[config.mk]
export PLATFORM = sky130hd
export DESIGN_NAME = adc_idelay_cal_flat
export DESIGN_NICKNAME = d
export VERILOG_FILES = /design/src/rtl/adc_idelay_cal_if.sv /design/src/rtl/adc_idelay_cal.sv /design/src/flat_wrapper.sv
export SDC_FILE = /design/constraint.sdc
export NUM_CORES = 1
export LEC_CHECK = 0
export BUFFER_PORTS_ARGS = -buffer_cell sky130_fd_sc_hd__buf_2
export CAP_MARGIN = 0
export CELL_PAD_IN_SITES_DETAIL_PLACEMENT = 1
export CELL_PAD_IN_SITES_GLOBAL_PLACEMENT = 2
export CORE_ASPECT_RATIO = 1.75
export CORE_MARGIN = 2
export CORE_UTILIZATION = 33
export CTS_CLUSTER_SIZE = 20
export DETAILED_ROUTE_END_ITERATION = 6
export PLACE_DENSITY = 0.81
export SLEW_MARGIN = 20
export SYNTH_ARGS = -nofsm -noshare
export SYNTH_HDL_FRONTEND = slang
export SYNTH_SLANG_ARGS = --single-unit
export TNS_END_PERCENT = 1
[constraint.sdc]
create_clock -name clk -period 8.7 [get_ports clk]
set_input_delay 1.305 -clock clk [delete_from_list [all_inputs] [get_ports clk]]
set_output_delay 1.305 -clock clk [all_outputs]
set_load 0.01 [all_outputs]
[src/rtl/adc_idelay_cal_if.sv]
// Calibration-controller bus: start/training data in, IDELAYE3 tap control and status out.
// master = calibration controller, slave = the ADC capture path / system side.
interface adc_idelay_cal_if #(
    parameter int NUM_LANES = 8,
    parameter int TAP_W     = 9
);
    logic                         start;
    logic [2*NUM_LANES-1:0]       adc_data;
    logic [TAP_W-1:0]             cntvalue;
    logic [NUM_LANES-1:0]         load;
    logic                         en_vtc;
    logic                         busy;
    logic                         done;
    logic [NUM_LANES-1:0]         lane_fail;
    logic [NUM_LANES*TAP_W-1:0]   lane_tap;

    modport master (
        input  start, adc_data,
        output cntvalue, load, en_vtc, busy, done, lane_fail, lane_tap
    );

    modport slave (
        output start, adc_data,
        input  cntvalue, load, en_vtc, busy, done, lane_fail, lane_tap
    );
endinterface

[src/rtl/adc_idelay_cal.sv]
// Per-lane IDELAYE3 tap sweep: finds the longest passing window and loads its centre.
// Optional: define ADC_CAL_RETRY_EN to rerun the whole calibration once if any lane fails.
module adc_idelay_cal #(
    parameter int                     NUM_LANES   = 8,
    parameter int                     TAP_W       = 9,
    parameter int                     MAX_TAP     = 511,
    parameter int                     SETTLE_CYC  = 8,
    parameter int                     SAMPLE_CNT  = 16,
    parameter logic [2*NUM_LANES-1:0] TRAIN_PAT   = 16'h5555,
    parameter int                     DEFAULT_TAP = 0
) (
    input  logic             clk,
    input  logic             rst,
    adc_idelay_cal_if.master bus
);
    localparam int LANE_W  = (NUM_LANES > 1) ? $clog2(NUM_LANES) : 1;
    localparam int CNT_MAX = (SETTLE_CYC > SAMPLE_CNT) ? SETTLE_CYC : SAMPLE_CNT;
    localparam int CNT_W   = $clog2(CNT_MAX + 1);

    localparam logic [CNT_W-1:0]  SETTLE_LAST = CNT_W'(SETTLE_CYC - 1);
    localparam logic [CNT_W-1:0]  SAMPLE_LAST = CNT_W'(SAMPLE_CNT - 1);
    localparam logic [CNT_W-1:0]  CNT_ONE     = CNT_W'(1);
    localparam logic [TAP_W-1:0]  TAP_LAST    = TAP_W'(MAX_TAP);
    localparam logic [TAP_W-1:0]  TAP_ONE     = TAP_W'(1);
    localparam logic [TAP_W:0]    LEN_ONE     = (TAP_W+1)'(1);
    localparam logic [LANE_W-1:0] LANE_LAST   = LANE_W'(NUM_LANES - 1);
    localparam logic [LANE_W-1:0] LANE_ONE    = LANE_W'(1);

    localparam logic [3:0] S_IDLE         = 4'd0;
    localparam logic [3:0] S_VTC_OFF      = 4'd1;
    localparam logic [3:0] S_LOAD         = 4'd2;
    localparam logic [3:0] S_SETTLE       = 4'd3;
    localparam logic [3:0] S_SAMPLE       = 4'd4;
    localparam logic [3:0] S_EVAL         = 4'd5;
    localparam logic [3:0] S_FINAL_LOAD   = 4'd6;
    localparam logic [3:0] S_FINAL_SETTLE = 4'd7;
    localparam logic [3:0] S_NEXT_LANE    = 4'd8;
    localparam logic [3:0] S_VTC_ON       = 4'd9;

    logic [3:0]                 state_q, state_d;
    logic [LANE_W-1:0]          lane_q, lane_d;
    logic [TAP_W-1:0]           tap_q, tap_d;
    logic [CNT_W-1:0]           cnt_q, cnt_d;
    logic                       sample_pass_q, sample_pass_d;
    logic                       run_open_q, run_open_d;
    logic [TAP_W-1:0]           run_start_q, run_start_d;
    logic [TAP_W:0]             run_len_q, run_len_d;
    logic [TAP_W-1:0]           best_start_q, best_start_d;
    logic [TAP_W:0]             best_len_q, best_len_d;
    logic [TAP_W-1:0]           cntvalue_q, cntvalue_d;
    logic [NUM_LANES-1:0]       load_q, load_d;
    logic                       en_vtc_q, en_vtc_d;
    logic                       busy_q, busy_d;
    logic                       done_q, done_d;
    logic [NUM_LANES-1:0]       lane_fail_q, lane_fail_d;
    logic [NUM_LANES*TAP_W-1:0] lane_tap_q, lane_tap_d;
    logic [TAP_W-1:0]           final_tap;
`ifdef ADC_CAL_RETRY_EN
    logic                       retry_q, retry_d;
`endif

    // Per-lane compare of the 2-bit DDR slice against the training pattern
    logic [NUM_LANES-1:0] lane_match;
    generate
        for (genvar gi = 0; gi < NUM_LANES; gi++) begin : g_match
            assign lane_match[gi] = (bus.adc_data[2*gi +: 2] == TRAIN_PAT[2*gi +: 2]);
        end
    endgenerate

    always_comb begin
        state_d       = state_q;
        lane_d        = lane_q;
        tap_d         = tap_q;
        cnt_d         = cnt_q;
        sample_pass_d = sample_pass_q;
        run_open_d    = run_open_q;
        run_start_d   = run_start_q;
        run_len_d     = run_len_q;
        best_start_d  = best_start_q;
        best_len_d    = best_len_q;
        cntvalue_d    = cntvalue_q;
        load_d        = '0;
        en_vtc_d      = en_vtc_q;
        busy_d        = busy_q;
        done_d        = done_q;
        lane_fail_d   = lane_fail_q;
        lane_tap_d    = lane_tap_q;
        final_tap     = '0;
`ifdef ADC_CAL_RETRY_EN
        retry_d       = retry_q;
`endif
        case (state_q)
            S_IDLE: begin
                if (bus.start) begin
                    state_d      = S_VTC_OFF;
                    busy_d       = 1'b1;
                    done_d       = 1'b0;
                    lane_fail_d  = '0;
                    en_vtc_d     = 1'b0;
                    lane_d       = '0;
                    tap_d        = '0;
                    cnt_d        = '0;
                    run_open_d   = 1'b0;
                    run_len_d    = '0;
                    best_len_d   = '0;
                    best_start_d = '0;
`ifdef ADC_CAL_RETRY_EN
                    retry_d      = 1'b0;
`endif
                end
            end
            S_VTC_OFF: begin
                if (cnt_q == SETTLE_LAST) begin
                    cnt_d   = '0;
                    state_d = S_LOAD;
                end else begin
                    cnt_d = cnt_q + CNT_ONE;
                end
            end
            S_LOAD: begin
                cnt_d   = '0;
                state_d = S_SETTLE;
            end
            S_SETTLE: begin
                if (cnt_q == SETTLE_LAST) begin
                    cnt_d   = '0;
                    state_d = S_SAMPLE;
                end else begin
                    cnt_d = cnt_q + CNT_ONE;
                end
            end
            S_SAMPLE: begin
                if (!lane_match[lane_q]) begin
                    sample_pass_d = 1'b0;
                    state_d       = S_EVAL;
                end else if (cnt_q == SAMPLE_LAST) begin
                    sample_pass_d = 1'b1;
                    state_d       = S_EVAL;
                end else begin
                    cnt_d = cnt_q + CNT_ONE;
                end
            end
            S_EVAL: begin
                if (sample_pass_q) begin
                    if (!run_open_q) begin
                        run_start_d = tap_q;
                    end
                    run_open_d = 1'b1;
                    run_len_d  = run_len_q + LEN_ONE;
                end else begin
                    // run_len is zero when no run is open, so closing is unconditional
                    if (run_len_q > best_len_q) begin
                        best_len_d   = run_len_q;
                        best_start_d = run_start_q;
                    end
                    run_open_d = 1'b0;
                    run_len_d  = '0;
                end
                if (tap_q == TAP_LAST) begin
                    if (run_open_d && (run_len_d > best_len_d)) begin
                        best_len_d   = run_len_d;
                        best_start_d = run_start_d;
                    end
                    run_open_d = 1'b0;
                    run_len_d  = '0;
                    state_d    = S_FINAL_LOAD;
                end else begin
                    tap_d   = tap_q + TAP_ONE;
                    state_d = S_LOAD;
                end
            end
            S_FINAL_LOAD: begin
                cnt_d   = '0;
                state_d = S_FINAL_SETTLE;
            end
            S_FINAL_SETTLE: begin
                if (cnt_q == SETTLE_LAST) begin
                    cnt_d   = '0;
                    state_d = S_NEXT_LANE;
                end else begin
                    cnt_d = cnt_q + CNT_ONE;
                end
            end
            S_NEXT_LANE: begin
                run_open_d   = 1'b0;
                run_len_d    = '0;
                run_start_d  = '0;
                best_len_d   = '0;
                best_start_d = '0;
                if (lane_q == LANE_LAST) begin
                    state_d = S_VTC_ON;
                end else begin
                    lane_d  = lane_q + LANE_ONE;
                    tap_d   = '0;
                    state_d = S_LOAD;
                end
            end
            S_VTC_ON: begin
`ifdef ADC_CAL_RETRY_EN
                if ((|lane_fail_q) && !retry_q) begin
                    retry_d     = 1'b1;
                    lane_fail_d = '0;
                    lane_d      = '0;
                    tap_d       = '0;
                    cnt_d       = '0;
                    state_d     = S_VTC_OFF;
                end else begin
                    en_vtc_d = 1'b1;
                    busy_d   = 1'b0;
                    done_d   = 1'b1;
                    state_d  = S_IDLE;
                end
`else
                en_vtc_d = 1'b1;
                busy_d   = 1'b0;
                done_d   = 1'b1;
                state_d  = S_IDLE;
`endif
            end
            default: state_d = S_IDLE;
        endcase

        // Strobes are registered on entry so they line up with the LOAD/FINAL_LOAD cycle
        if (state_d == S_LOAD) begin
            load_d     = NUM_LANES'(1) << lane_d;
            cntvalue_d = tap_d;
        end
        if (state_d == S_FINAL_LOAD) begin
            if (best_len_d != '0) begin
                final_tap = best_start_d + TAP_W'((best_len_d - LEN_ONE) >> 1);
            end else begin
                final_tap           = TAP_W'(DEFAULT_TAP);
                lane_fail_d[lane_d] = 1'b1;
            end
            load_d                           = NUM_LANES'(1) << lane_d;
            cntvalue_d                       = final_tap;
            lane_tap_d[TAP_W*lane_d +: TAP_W] = final_tap;
        end
    end

    always_ff @(posedge clk) begin
        if (rst) begin
            state_q       <= S_IDLE;
            lane_q        <= '0;
            tap_q         <= '0;
            cnt_q         <= '0;
            sample_pass_q <= 1'b0;
            run_open_q    <= 1'b0;
            run_start_q   <= '0;
            run_len_q     <= '0;
            best_start_q  <= '0;
            best_len_q    <= '0;
            cntvalue_q    <= '0;
            load_q        <= '0;
            en_vtc_q      <= 1'b1;
            busy_q        <= 1'b0;
            done_q        <= 1'b0;
            lane_fail_q   <= '0;
            lane_tap_q    <= '0;
`ifdef ADC_CAL_RETRY_EN
            retry_q       <= 1'b0;
`endif
        end else begin
            state_q       <= state_d;
            lane_q        <= lane_d;
            tap_q         <= tap_d;
            cnt_q         <= cnt_d;
            sample_pass_q <= sample_pass_d;
            run_open_q    <= run_open_d;
            run_start_q   <= run_start_d;
            run_len_q     <= run_len_d;
            best_start_q  <= best_start_d;
            best_len_q    <= best_len_d;
            cntvalue_q    <= cntvalue_d;
            load_q        <= load_d;
            en_vtc_q      <= en_vtc_d;
            busy_q        <= busy_d;
            done_q        <= done_d;
            lane_fail_q   <= lane_fail_d;
            lane_tap_q    <= lane_tap_d;
`ifdef ADC_CAL_RETRY_EN
            retry_q       <= retry_d;
`endif
        end
    end

    assign bus.cntvalue  = cntvalue_q;
    assign bus.load      = load_q;
    assign bus.en_vtc    = en_vtc_q;
    assign bus.busy      = busy_q;
    assign bus.done      = done_q;
    assign bus.lane_fail = lane_fail_q;
    assign bus.lane_tap  = lane_tap_q;
endmodule

[src/flat_wrapper.sv]
// flat-port wrapper written by rule: the top's interface ports become plain ports
module adc_idelay_cal_flat 
#(
    parameter int                     NUM_LANES   = 8,
    parameter int                     TAP_W       = 9,
    parameter int                     MAX_TAP     = 511,
    parameter int                     SETTLE_CYC  = 8,
    parameter int                     SAMPLE_CNT  = 16,
    parameter logic [2*NUM_LANES-1:0] TRAIN_PAT   = 16'h5555,
    parameter int                     DEFAULT_TAP = 0
)
  (clk, rst, bus_start, bus_adc_data, bus_cntvalue, bus_load, bus_en_vtc, bus_busy, bus_done, bus_lane_fail, bus_lane_tap);
  adc_idelay_cal_if #(.NUM_LANES(NUM_LANES), .TAP_W(TAP_W)) bus_i ();
  input  logic clk;
  input  logic rst;
  input wire logic [$bits(bus_i.start)-1:0] bus_start;
  input wire logic [$bits(bus_i.adc_data)-1:0] bus_adc_data;
  output wire logic [$bits(bus_i.cntvalue)-1:0] bus_cntvalue;
  output wire logic [$bits(bus_i.load)-1:0] bus_load;
  output wire logic [$bits(bus_i.en_vtc)-1:0] bus_en_vtc;
  output wire logic [$bits(bus_i.busy)-1:0] bus_busy;
  output wire logic [$bits(bus_i.done)-1:0] bus_done;
  output wire logic [$bits(bus_i.lane_fail)-1:0] bus_lane_fail;
  output wire logic [$bits(bus_i.lane_tap)-1:0] bus_lane_tap;
  assign bus_i.start = bus_start;
  assign bus_i.adc_data = bus_adc_data;
  assign bus_cntvalue = bus_i.cntvalue;
  assign bus_load = bus_i.load;
  assign bus_en_vtc = bus_i.en_vtc;
  assign bus_busy = bus_i.busy;
  assign bus_done = bus_i.done;
  assign bus_lane_fail = bus_i.lane_fail;
  assign bus_lane_tap = bus_i.lane_tap;
  adc_idelay_cal #(.NUM_LANES(NUM_LANES), .TAP_W(TAP_W), .MAX_TAP(MAX_TAP), .SETTLE_CYC(SETTLE_CYC), .SAMPLE_CNT(SAMPLE_CNT), .TRAIN_PAT(TRAIN_PAT), .DEFAULT_TAP(DEFAULT_TAP)) u_core (.clk(clk), .rst(rst), .bus(bus_i));
endmodule
**Word level (Yosys, flattened, before mapping)**

Index checks and enable logic that the tools add are counted.

- $add $sub $neg: 7
- Multiply operators: 1
- Magnitude comparators: 5
- Equal/unequal tests: 27
- Shift-type cells: 3
- Multiplexer cells: 67
- Bitwise logic cells: 1
- Reduce and logical (&&, ||, !) cells: 15

Operator list:

| operator | number |
|---|---|
| 9-bit two-way mux | 14 |
| 10-bit two-way mux | 10 |
| 72-bit bitwise mux | 1 |
| 9-bit by 34-bit variable shift with 72-bit output (first input constant) | 1 |
| 9-bit by 34-bit indexed part select with 72-bit output | 1 |
| 10-bit case mux with 3 select lines | 2 |
| 9-bit case mux with 3 select lines | 2 |
| 8-bit two-way mux | 6 |
| 4-bit case mux with 9 select lines | 1 |
| 7-bit negator with 34-bit output | 1 |
| 4-bit two-way mux | 7 |
| 4-bit by 3-bit equality test with 1-bit output (second input constant) | 5 |
| 10-bit > comparator | 2 |
| 5-bit two-way mux | 4 |
| 5-bit case mux with 4 select lines | 1 |
| 9-bit case mux with 2 select lines | 1 |
| 2-bit by 1-bit equality test with 1-bit output (second input constant) | 8 |
| 4-bit by 2-bit equality test with 1-bit output (second input constant) | 3 |
| 10-bit by 1-bit adder with 10-bit output (second input constant) | 1 |
| 10-bit nonzero test | 1 |
| 10-bit by 1-bit subtractor with 10-bit output (second input constant) | 1 |
| 9-bit by 1-bit adder with 9-bit output (second input constant) | 1 |
| 9-bit adder | 1 |
| 9-bit equality test (second input constant) | 1 |
| 30 further kinds | 50 |

- Bits in registers: 161
- Input port bits: 19
- Output and inout bits: 100
- Word-level logic and storage cells: 143

**Logic depth before layout (Yosys ltp)**

Gate-level depths: netlist (run 1).

- Depth in word-level cells: 15
- Gate-level depth with buffers: 33
- Gate-level depth less buffers: 30

**Worst setup path after synthesis (run 1)**

OpenSTA, ideal clock, no wires.

- Path type: reg-to-reg
- Start point: register u_core.best_len_q[5]
- End point: register u_core.cntvalue_q[8] (netlist: u_core.bus.cntvalue[8])
- Library setup time: 139 ps
- Arrival: 6172 ps
- Data required time: 8561 ps
- Setup slack: 2389 ps
- Cell stages (with the launch flop): 33
- Buffers on the path: 3
- Period minus slack after synthesis: 6311 ps
- Cells stage by stage: dfxtp_1 inv_1 ha_1 and4_1 a41oi_2 and2_1 buf_2 buf_1 nor2_1 a21oi_1 ha_1 a21oi_1 o21ai_0 a2111oi_1 or2_4 buf_6 nand3_1 a31oi_1 a21oi_1 ha_1 inv_1 ha_1 fa_1 a21oi_1 nor2_1 nor2_1 o21bai_1 a21oi_1 o21ai_0 xor2_1 xnor2_1 xnor2_1 o22ai_1

- Cells in the longest elaborated chain, start to end: 14
- Elaborated cells on any way between the ends: 21
- Those cells by class: add/sub: 2; order compare: 2; mux: 15; reduce/logical: 2

RTL lines:

| item | line | RTL |
|---|---|---|
| start, declared | adc_idelay_cal.sv:49 | `logic [TAP_W:0] best_len_q, best_len_d;` |
| start signal, assigned | adc_idelay_cal.sv:273 | `best_len_q <= best_len_d;` |
| 10-bit > comparator | adc_idelay_cal.sv:152 | `if (run_len_q > best_len_q) begin` |
| 10-bit two-way mux | adc_idelay_cal.sv:152 |  |
| 10-bit two-way mux | adc_idelay_cal.sv:144 | `if (sample_pass_q) begin` |
| 10-bit two-way mux | adc_idelay_cal.sv:92 | `case (state_q)` |
| 10-bit > comparator | adc_idelay_cal.sv:160 | `if (run_open_d && (run_len_d > best_len_d)) begin` |
| 1-bit logical AND | adc_idelay_cal.sv:160 |  |
| 10-bit two-way mux | adc_idelay_cal.sv:160 |  |
| 10-bit two-way mux | adc_idelay_cal.sv:159 | `if (tap_q == TAP_LAST) begin` |
| 10-bit case mux with 3 select lines | adc_idelay_cal.sv:92 |  |
| 10-bit by 1-bit subtractor with 10-bit output | adc_idelay_cal.sv:230 | `final_tap = best_start_d + TAP_W'((best_len_d - LEN_ONE) >> 1);` |
| 9-bit adder | adc_idelay_cal.sv:230 |  |
| 9-bit two-way mux * | adc_idelay_cal.sv:229 | `if (best_len_d != '0) begin` |
| 9-bit two-way mux * (2 in a row) | adc_idelay_cal.sv:228 | `if (state_d == S_FINAL_LOAD) begin` |
| end signal, assigned | adc_idelay_cal.sv:274 | `cntvalue_q <= cntvalue_d;` |
| end, declared | adc_idelay_cal.sv:50 | `logic [TAP_W-1:0] cntvalue_q, cntvalue_d;` |

Every way passes the cells marked *; elsewhere a longest branch is shown, timed or not. The select of a mux whose other input is x is not followed.
A chain may end at the register's enable or synchronous reset.

**Worst setup path after layout (run 1)**

- Start point: register u_core.best_len_q[5]
- End point: register u_core.lane_tap_q[17] (netlist: u_core.bus.lane_tap[17])

- Cells in the longest elaborated chain, start to end: 15
- Elaborated cells on any way between the ends: 22
- Those cells by class: add/sub: 2; order compare: 2; shift: 1; mux: 15; reduce/logical: 2

RTL lines:

| item | line | RTL |
|---|---|---|
| 10-bit > comparator | adc_idelay_cal.sv:152 |  |
| 10-bit two-way mux | adc_idelay_cal.sv:152 |  |
| 10-bit two-way mux | adc_idelay_cal.sv:144 |  |
| 10-bit two-way mux | adc_idelay_cal.sv:92 |  |
| 10-bit > comparator | adc_idelay_cal.sv:160 |  |
| 1-bit logical AND | adc_idelay_cal.sv:160 |  |
| 10-bit two-way mux | adc_idelay_cal.sv:160 |  |
| 10-bit two-way mux | adc_idelay_cal.sv:159 |  |
| 10-bit case mux with 3 select lines | adc_idelay_cal.sv:92 |  |
| 10-bit by 1-bit subtractor with 10-bit output | adc_idelay_cal.sv:230 |  |
| 9-bit adder | adc_idelay_cal.sv:230 |  |
| 9-bit two-way mux * | adc_idelay_cal.sv:229 |  |
| 9-bit two-way mux * | adc_idelay_cal.sv:228 |  |
| 9-bit by 34-bit indexed part select with 72-bit output * | adc_idelay_cal.sv:237 | `lane_tap_d[TAP_W*lane_d +: TAP_W] = final_tap;` |
| 72-bit bitwise mux * | adc_idelay_cal.sv:237 |  |
| end signal, assigned | adc_idelay_cal.sv:280 | `lane_tap_q <= lane_tap_d;` |
| end, declared | adc_idelay_cal.sv:56 | `logic [NUM_LANES*TAP_W-1:0] lane_tap_q, lane_tap_d;` |

Marked as above.

==> results of run 1 <==
## power breakdown
part,internal (mW),total (mW),switching [mW]
sequential,0.738,0.741,0.00212
clock,0.448,0.773,0.326
combinational,0.0111,0.0378,0.0267
total,1.20,1.55,0.355
## synthesized netlist by cell type (all sizes together), types with 9 or more instances
library cell | n | area, um^2
a21oi | 140 | 719
a22oi | 20 | 150
a32oi | 10 | 87.6
and2 | 11 | 68.8
and3 | 15 | 95.1
buf | 13 | 68.8
clkbuf | 45 | 169
dfxtp | 161 | 3220
ha | 40 | 500
inv | 28 | 105
nand2 | 156 | 586
nand3 | 51 | 255
nand3b | 9 | 67.6
nor2 | 106 | 398
nor2b | 16 | 100
nor3 | 20 | 110
o21ai | 41 | 205
xnor2 | 11 | 96.3
xor2 | 10 | 87.6
## area by class of cell
type | instances | share of cell area [%]
clock buffers | 21 | 4.99
flip-flops and latches | 161 | 34.2
well taps | 308 | 4.08
inverters | 28 | 1.11
multi-input cells | 766 | 47.1
clock inverters | 11 | 1.35
repair buffers | 129 | 7.16
## worst max-delay path: cells and delay by family (launching register included)
kind	cells	cell delay (ns)
adder cells (fa/ha/maj)	5	1.54
buffers and inverters	2	0.13
AO/OA/AOI/OAI	13	2.62
flip-flops	1	0.35
AND/OR/NAND/NOR	6	1.54
XOR/XNOR	3	1.10
## sequential cells by signal, summed over array words and instances (netlist names)
signal                flops
u_core.bus.lane_fail      8
u_core.state_q            4
u_core.bus.lane_tap      72
u_core.cnt_q              5
u_core.sample_pass_q      1
u_core.bus.busy           1
u_core.lane_q             3
u_core.tap_q              9
u_core.bus.cntvalue       9
u_core.bus.en_vtc         1
u_core.run_len_q         10
u_core.bus.done           1
u_core.run_start_q        9
u_core.run_open_q         1
u_core.best_start_q       9
u_core.best_len_q        10
u_core.bus.load           8
## stage by stage
stage	instances	hold slack (ns)	area, um^2	utilization (%)	setup WS [ns]
after floorplan	1013	0.431	8010	-	2.39
after global placement	1392	0.441	8840	36.9	1.51
after detailed placement	1392	0.445	8840	36.9	1.30
after CTS	1424	0.454	9440	39.4	1.22
after global routing	1424	0.478	9440	39.4	0.599
final	1424	0.452	9440	39.4	1.25
## routing by layer
layer	vias to the layer above	share of wire, %
li1	3748	-
met1	3723	38
met2	119	57
met3	34	3.2
met4	0	2.4
met5	-	0
## how the worst max path moves through the flow
| stage | to | cells after the start | slack, ns |
|---|---|---|---|
| after floorplan | u_core.bus.cntvalue[8] | 32 | 2.39 |
| after global placement | u_core.bus.cntvalue[8] | 27 | 1.51 |
| after detailed placement | u_core.bus.lane_tap[17] | 28 | 1.30 |
| after CTS | u_core.bus.lane_tap[17] | 28 | 1.22 |
| after global routing | u_core.bus.lane_tap[44] | 28 | 0.60 |
| final | u_core.bus.lane_tap[17] | 29 | 1.25 |
## cell families after synthesis
| kind of cell | Yosys count | synth area share, % |
|---|---|---|
| simple gates | 420 | 24.4 |
| xor+xnor | 21 | 2.30 |
| flops | 161 | 40.3 |
| fa+ha+maj | 41 | 6.50 |
| mux | 5 | 0.656 |
| compound gates | 279 | 21.6 |
| buf+inv | 86 | 4.28 |
==> impl_metrics.env, run 1 <==
export IMPL_r2r_start="u_core.best_len_q[5]"
export IMPL_area_delta_synth_final_pct=17.9
export IMPL_clock_latency_ns=0.45
export IMPL_slowest_delay_ns=0.78
export IMPL_worstSetupPathType="flop to flop"
export IMPL_layout_commonest_cell="dfxtp_1"
export IMPL_crit_start="u_core.best_len_q[5]"
export IMPL_synth_warnings=0
export IMPL_hpwl_mm=19.7
export IMPL_grt_pass1_wl_mm=42.6
export IMPL_yosysUniqueCellTypes=67
export IMPL_max_freq_mhz=134
export IMPL_start_util_pct=33.5
export IMPL_multi_input_area_um2=4450
export IMPL_port_buffers=118
export IMPL_rr_endpoint="u_core.bus.lane_tap[17]"
export IMPL_grt_max_degree=84
export IMPL_global_route_peak_usage_layer="met2"
export IMPL_cellLeakagePower_nw=3.73
export IMPL_run_status="finished, final reports clean"
export IMPL_worst_slew_pin_transition_ns=1.05
export IMPL_finalHoldViolCount=0
export IMPL_num_io_pins=119
export IMPL_synth_seq_cells=161
export IMPL_synth_ff_type="dfxtp_1"
export IMPL_drive_above_1_share_pct=16.3
export IMPL_cts_buffers=17
export IMPL_htree_levels=4
export IMPL_antennaDiodeCount=0
export IMPL_whs_path_depth=2
export IMPL_power_total_mw=1.55
export IMPL_nets=1163
export IMPL_path_clk_slew_ns=0.07
export IMPL_synth_cells=1013
export IMPL_row_count=75
export IMPL_arrival_ns=7.74
export IMPL_antenna_left=0
export IMPL_cts_sinks=161
export IMPL_use_met3_pct=4.98
export IMPL_dieHeight_um=210
export IMPL_routed_wl_mm=26.6
export IMPL_drtIter0Drc=262
export IMPL_grt_overflow=0
export IMPL_r2r_cells=29
export IMPL_tns_ns=0
export IMPL_grt_use_met2_pct=41.1
export IMPL_cts_resized=0
export IMPL_cts_tree="yes"
export IMPL_vias=7624
export IMPL_use_met1_pct=22.3
export IMPL_post_route_drc_count=0
export IMPL_register_area_um2=3220
export IMPL_routabilityCongestion=0.858
export IMPL_power_density_nw_per_um2=164
export IMPL_final_min_clock_period_ns=7.45
export IMPL_syn_area_um2=8010
export IMPL_hold_buffers=0
export IMPL_clock_skew_ns=0.0128
export IMPL_worstPathMaxFanout=22
export IMPL_timing_final_crit_share_pct=85.6
export IMPL_cts_setup_buffers=0
export IMPL_cpMostUsedCell="a21oi_1"
export IMPL_synthesis_nets=1073
export IMPL_grt_pass1_vias=7851
export IMPL_die_width_um=122
export IMPL_worstSetupStartpointType="flop"
export IMPL_ys_seq_area_share_pct=40.3
export IMPL_slew_viol_final=0
export IMPL_synth_edf_count=0
export IMPL_root_buffer="clkbuf_16"
export IMPL_rsz0062_at_grt="false"
export IMPL_rrSetupSlack_ns=1.25
export IMPL_avgSynthCellArea_um2=7.90
export IMPL_dr_pass1_iters=4
export IMPL_vias_per_cell=5.35
export IMPL_grt_usage_pct=21.5
export IMPL_max_cap_viol_count=0
export IMPL_hold_end="u_core.bus.lane_tap[34]"
export IMPL_coreArea_um2=23900
export IMPL_final_setup_viol_count=0
export IMPL_cts_path_max_buffers=2
export IMPL_cp_end_kind="flop"
export IMPL_critical_path_slowest_cell="xnor2_1"
export IMPL_relSlewSlack_pct=29.5
export IMPL_final_cell_mix="dfxtp_1, nand2_1, a21oi_1"
export IMPL_hold_path_class="flop to flop"
export IMPL_fillers=2930
export IMPL_antenna_found_initial=0
export IMPL_routedWlPerCell_um=18.7
export IMPL_synthArstFlopShare_pct=0
export IMPL_die_area_um2=25600
export IMPL_hp_start="u_core.bus.lane_tap[34]"
export IMPL_critPathRequiredTime_ns=8.99
export IMPL_ir_worst_vdd_mv=0.121
Note: power is estimated with default switching activity, not from simulation.
==> run 2: changes to the inputs <==
--- a/config.mk
+++ b/config.mk
@@ -11,10 +11,10 @@
 export CELL_PAD_IN_SITES_GLOBAL_PLACEMENT = 2
 export CORE_ASPECT_RATIO = 1.75
 export CORE_MARGIN = 2
-export CORE_UTILIZATION = 33
+export CORE_UTILIZATION = 36
 export CTS_CLUSTER_SIZE = 20
 export DETAILED_ROUTE_END_ITERATION = 6
-export PLACE_DENSITY = 0.81
+export PLACE_DENSITY = 0.87
 export SLEW_MARGIN = 20
 export SYNTH_ARGS = -nofsm -noshare
 export SYNTH_HDL_FRONTEND = slang
==> constraint.sdc (replaced) <==
create_clock -name clk -period 9.43 [get_ports clk]
set_input_delay 1.4145 -clock clk [delete_from_list [all_inputs] [get_ports clk]]
set_output_delay 1.4145 -clock clk [all_outputs]
set_load 0.01 [all_outputs]
==> run 2 against run 1 <==
- die area decreased by 8.1%
- register-to-register slack improved by 0.62 ns
- worst setup slack improved by 0.62 ns
- first-iteration DRC count grew 20%
- maximum frequency decreased by 1.5%
- largest cell class unchanged
- power shrank 6.0%
- utilization up 3.4 points
- hold slack improved by 0.0039 ns
- clock power decreased by 4.0%
- final area shrank 0.11%
- critical path type unchanged
==> impl_metrics.env, run 2 (synthesis results as in run 1) <==
export IMPL_run_status="finished, final reports clean"
export IMPL_grt_max_degree=89
export IMPL_grt_pass1_vias=7938
export IMPL_critical_path_slowest_cell="xnor2_1"
export IMPL_port_buffers=118
export IMPL_pwr_share_clk_pct=50.8
export IMPL_hold_buffers=0
export IMPL_hold_path_class="flop to flop"
export IMPL_final_min_clock_period_ns=7.56
export IMPL_cp_top_family="compound AO/OA/AOI/OAI gates"
export IMPL_clock_skew_ns=0.0100
export IMPL_p_switching_uw=338
export IMPL_antenna_left=0
export IMPL_rsz0062_at_grt="false"
export IMPL_grt_usage_pct=23.0
export IMPL_root_buffer="clkbuf_16"
export IMPL_htree_levels=4
export IMPL_cts_path_max_buffers=2
export IMPL_row_count=72
export IMPL_p_int_mw=1.12
export IMPL_cts_resized=0
export IMPL_antenna_found_initial=0
export IMPL_cellLeakagePower_nw=3.72
export IMPL_cpMostUsedCell="a21oi_1"
export IMPL_swShare_pct=23.2
export IMPL_die_area_um2=23500
export IMPL_dieHeight_um=201
export IMPL_clock_latency_ns=0.44
export IMPL_arrival_ns=7.85
export IMPL_final_setup_viol_count=0
export IMPL_final_cell_mix="dfxtp_1, nand2_1, a21oi_1"
export IMPL_hpwl_mm=19.2
export IMPL_cp_end_kind="flop"
export IMPL_path_clk_slew_ns=0.07
export IMPL_fillers=2789
export IMPL_timing_final_crit_share_pct=80.2
export IMPL_r2r_cells=27
export IMPL_slew_viol_final=0
export IMPL_vias=7598
export IMPL_tns_ns=0
export IMPL_antennaDiodeCount=0
export IMPL_seq_power_share_pct=46.8
export IMPL_worstPathMaxFanout=22
export IMPL_power_total_mw=1.46
export IMPL_slowest_delay_ns=0.77
export IMPL_layout_commonest_cell="dfxtp_1"
export IMPL_post_route_drc_count=0
export IMPL_post_place_cells=1377
export IMPL_power_density_nw_per_um2=155
export IMPL_cts_setup_buffers=0
export IMPL_routabilityCongestion=0.873
export IMPL_area_delta_synth_final_pct=17.7
export IMPL_routed_wl_mm=26.2
export IMPL_finalHoldViolCount=0
export IMPL_max_freq_mhz=132
export IMPL_critical_path_cell_count=27
export IMPL_whs_path_depth=2
export IMPL_critPathRequiredTime_ns=9.72
export IMPL_die_width_um=117
export IMPL_vias_per_cell=5.39
export IMPL_relSlewSlack_pct=35.5
export IMPL_grt_pass1_wl_mm=42.1
export IMPL_drtIter0Drc=314
export IMPL_num_io_pins=119
export IMPL_crit_buf_inv=1
export IMPL_dr_pass1_iters=4
export IMPL_worstSetupStartpointType="flop"
export IMPL_routedWlPerCell_um=18.6
export IMPL_max_cap_viol_count=0
export IMPL_start_util_pct=36.4
export IMPL_grt_overflow=0
export IMPL_comb_power_share_pct=2.4
export IMPL_postLayoutCoreUtil_pct=42.9
export IMPL_worstSetupPathType="flop to flop"
export IMPL_ir_worst_vdd_mv=0.139
export IMPL_cts_buffers=17
export IMPL_coreArea_um2=22000
export IMPL_nets=1160
export IMPL_layoutNonFillerInstCount=1409
export IMPL_drive_above_1_share_pct=16.2
export IMPL_cts_tree="yes"
export IMPL_largest_reg_flops=72
export IMPL_cts_sinks=161
export IMPL_worst_slew_pin_transition_ns=0.960
-- run 2: cell count changes in the layout (fill, tap and decap cells not counted) --
| cell | delta |
|---|---|
| bufinv_16 | +1 |
| buf_4 | -3 |
| clkinv_4 | -2 |
| nor3_1 | -1 |
| clkinvlp_4 | +4 |
| inv_8 | +2 |
| clkinv_2 | -3 |
| nor3_2 | +1 |
| clkbuf_8 | -2 |
-- run 2: power groups by stage --
stage	Combinational, mW	Sequential (mW)	Clock, mW
final	0.0344	0.683	0.742
after global routing	0.0392	0.683	0.784
after CTS	0.0348	0.683	0.757
after detailed placement	0.0347	0.699	0
after global placement	0.0345	0.699	0
after floorplan	0.0239	0.698	0
-- run 2: routing by layer --
metal,vias to the layer above,track usage (%),wire length [um]
met5,-,0,0
met4,0,8.61,763
met3,45,5.06,792
met2,117,42.7,14600
met1,3699,24.8,9980
li1,3737,-,-
-- run 2: layout make-up --
class	count	area [um^2]	area share, %
well taps	296	370	3.93
repair buffers	126	653	6.93
inverters	28	105	1.12
clock buffers	19	443	4.70
multi-input cells	766	4450	47.2
flip-flops and latches	161	3220	34.2
clock inverters	13	178	1.89
-- run 2: final timing paths --
kind	start	end	slack [ns]
max	u_core.run_len_q[3]	u_core.bus.lane_tap[26]	1.87
min	u_core.bus.lane_tap[58]	u_core.bus.lane_tap[58]	0.46
max reg2reg	u_core.run_len_q[3]	u_core.bus.lane_tap[26]	1.87
min reg2reg	u_core.bus.lane_tap[58]	u_core.bus.lane_tap[58]	0.46
-- run 2: worst register-to-register path: cells and delay by family, from the launching register on --
kind	cells	cell delay, ns
AOI/OAI and AO/OA	12	2.62
xor gates and xnor gates	3	1.10
adders and majority gates	5	1.60
buffers and inverters	1	0.04
DFF	1	0.51
and+or+nand+nor	6	1.56
-- run 2: through the flow --
stage          area (um^2)  hold slack [ns]  worst slack [ns]
2_1_floorplan         8010            0.431              3.12
3_3_place_gp          8800            0.441              2.22
3_5_place_dp          8800            0.447              1.97
4_1_cts               9420            0.456              1.92
5_1_grt               9430            0.469              1.18
6_report              9430            0.456              1.87
==> run 3: changes to the inputs <==
--- a/config.mk
+++ b/config.mk
@@ -11,10 +11,10 @@
 export CELL_PAD_IN_SITES_GLOBAL_PLACEMENT = 2
 export CORE_ASPECT_RATIO = 1.75
 export CORE_MARGIN = 2
-export CORE_UTILIZATION = 36
+export CORE_UTILIZATION = 33
 export CTS_CLUSTER_SIZE = 20
 export DETAILED_ROUTE_END_ITERATION = 6
-export PLACE_DENSITY = 0.87
+export PLACE_DENSITY = 0.81
 export SLEW_MARGIN = 20
 export SYNTH_ARGS = -nofsm -noshare
 export SYNTH_HDL_FRONTEND = slang
==> constraint.sdc (replaced) <==
create_clock -name clk -period 7.27 [get_ports clk]
set_input_delay 1.0905 -clock clk [delete_from_list [all_inputs] [get_ports clk]]
set_output_delay 1.0905 -clock clk [all_outputs]
set_load 0.01 [all_outputs]
==> run 3 against run 2 <==
- clock power rose by 16%
- highest routed layer unchanged
- via count rose by 1.9%
- non-clock buffer count rose by 19
- hold slack got worse by 0.00076 ns
- cell count rose by 2.1%
- sequential power rose by 30%
- wire length rose by 5.8%
- largest power group is now sequential cells
- clock-buffer cell count fell by 1
- combinational power rose by 33%
- critical path depth rose by 4
- worst setup slack got worse by 1.4 ns
- flip-flop and latch count did not move
==> impl_metrics.env, run 3 (synthesis results as in run 1) <==
export IMPL_run_status="finished, final reports clean"
export IMPL_power_density_nw_per_um2=188
export IMPL_slowest_delay_ns=0.47
export IMPL_vias_per_cell=5.38
export IMPL_root_buffer="clkbuf_16"
export IMPL_antennaDiodeCount=0
export IMPL_hpwl_mm=20.7
export IMPL_power_total_mw=1.79
export IMPL_critPathRequiredTime_ns=7.60
export IMPL_coreArea_um2=23900
export IMPL_vias=7743
export IMPL_routabilityCongestion=0.897
export IMPL_row_count=75
export IMPL_largest_reg_flops=72
export IMPL_grt_usage_pct=22.0
export IMPL_max_freq_mhz=147
export IMPL_port_buffers=118
export IMPL_dr_pass1_iters=6
export IMPL_p_int_mw=1.37
export IMPL_post_place_cells=1408
export IMPL_cts_buffers=17
export IMPL_swShare_pct=23.8
export IMPL_fillers=2948
export IMPL_die_width_um=122
export IMPL_routedWlPerCell_um=19.2
export IMPL_seq_power_share_pct=49.5
export IMPL_layout_commonest_cell="dfxtp_1"
export IMPL_register_area_um2=3220
export IMPL_grt_overflow=0
export IMPL_finalHoldViolCount=0
export IMPL_final_cell_mix="dfxtp_1, nand2_1, a21oi_1"
export IMPL_nets=1179
export IMPL_tns_ns=0
export IMPL_dieHeight_um=210
export IMPL_worstSetupPathType="flop to flop"
export IMPL_cpMostUsedCell="a21oi_1"
export IMPL_htree_levels=4
export IMPL_ir_worst_vdd_mv=0.153
export IMPL_cts_path_max_buffers=2
export IMPL_worst_slew_pin_transition_ns=0.990
export IMPL_p_switching_uw=427
export IMPL_grt_pass1_vias=8172
export IMPL_grt_pass1_wl_mm=43.4
export IMPL_final_min_clock_period_ns=6.79
export IMPL_num_io_pins=119
export IMPL_layoutNonFillerInstCount=1439
export IMPL_cts_tree="yes"
export IMPL_drtIter0Drc=221
export IMPL_timing_final_crit_share_pct=93.4
export IMPL_path_clk_slew_ns=0.07
export IMPL_cts_setup_buffers=0
export IMPL_arrival_ns=7.12
export IMPL_rsz0062_at_grt="false"
export IMPL_post_route_drc_count=0
export IMPL_cts_sinks=161
export IMPL_hold_buffers=0
export IMPL_area_delta_synth_final_pct=19.2
export IMPL_whs_ns=0.455
export IMPL_final_setup_viol_count=0
export IMPL_slew_viol_final=0
export IMPL_max_cap_viol_count=0
export IMPL_drive_above_1_share_pct=18.2
export IMPL_routed_wl_mm=27.7
export IMPL_clock_latency_ns=0.44
export IMPL_multi_input_area_um2=4490
export IMPL_comb_power_share_pct=2.6
export IMPL_pwr_share_clk_pct=48.0
export IMPL_cellLeakagePower_nw=3.80
export IMPL_die_area_um2=25600
export IMPL_hold_path_class="flop to flop"
export IMPL_cp_end_kind="flop"
export IMPL_grt_max_degree=77
export IMPL_cts_resized=0
export IMPL_start_util_pct=33.5
export IMPL_worstSetupStartpointType="flop"
export IMPL_antenna_found_initial=0
export IMPL_relSlewSlack_pct=33.5
export IMPL_clock_skew_ns=0.00740
export IMPL_worstPathMaxFanout=19
export IMPL_antenna_left=0
export IMPL_critical_path_slowest_cell="and2_2"
-- run 3: cell count changes in the layout (fill, tap and decap cells not counted), moves of 3 or more --
cell      previous run  this run
a21oi_2              5         8
a21oi_1            135       132
buf_4                9        28
clkinv_2             0         5
-- run 3: metal layers --
layer  track usage (%)  wire length [um]  vias to the layer above
li1                  -                 -                     3765
met1              21.8             10100                     3782
met2              42.2             15500                      141
met3              4.79               888                       55
met4              10.7              1190                        0
met5                 0                 0                        -
-- run 3: worst paths after layout --
| kind | start | cells after the start | end | slack [ns] |
|---|---|---|---|---|
| worst max-delay path | u_core.best_len_q[5] | 31 | u_core.bus.lane_tap[62] | 0.48 |
| worst min-delay path | u_core.bus.lane_tap[2] | 2 | u_core.bus.lane_tap[2] | 0.46 |
| worst max register to register | u_core.best_len_q[5] | 31 | u_core.bus.lane_tap[62] | 0.48 |
| worst min register to register | u_core.bus.lane_tap[2] | 2 | u_core.bus.lane_tap[2] | 0.46 |
-- run 3: layout make-up --
cell class                      count  share of cell area, %
Inverter                           28                   1.10
Multi-Input combinational cell    766                   47.1
Timing Repair Buffer              145                   8.34
Tap cell                          308                   4.04
Clock buffer                       18                   4.50
Sequential cell                   161                   33.8
Clock inverter                     13                   1.18
-- run 3: metrics by stage --
stage          worst slack (ns)  utilization, %  instance area (um^2)
3_3_place_gp              0.585            37.4                  8960
4_1_cts                   0.204            39.8                  9510
5_1_grt                  0.0390            39.9                  9540
2_1_floorplan             0.959               -                  8010
3_5_place_dp              0.228            37.5                  8970
6_report                  0.481            39.9                  9540
-- run 3: power groups by stage --
stage          Sequential (mW)  Combinational [mW]  Clock (mW)
2_1_floorplan            0.905              0.0310           0
3_3_place_gp             0.906              0.0459           0
3_5_place_dp             0.906              0.0463           0
4_1_cts                  0.886              0.0466       0.880
5_1_grt                  0.886              0.0513       0.909
6_report                 0.886              0.0459       0.860
-- run 3: critical path, delay by kind of cell (launching register included) --
family | cells | cell delay (ns)
AOI/OAI and AO/OA | 13 | 2.77
xor gates and xnor gates | 3 | 0.47
adders and majority gates | 5 | 1.53
buffers and inverters | 3 | 0.31
DFF | 1 | 0.35
and+or+nand+nor | 7 | 1.24
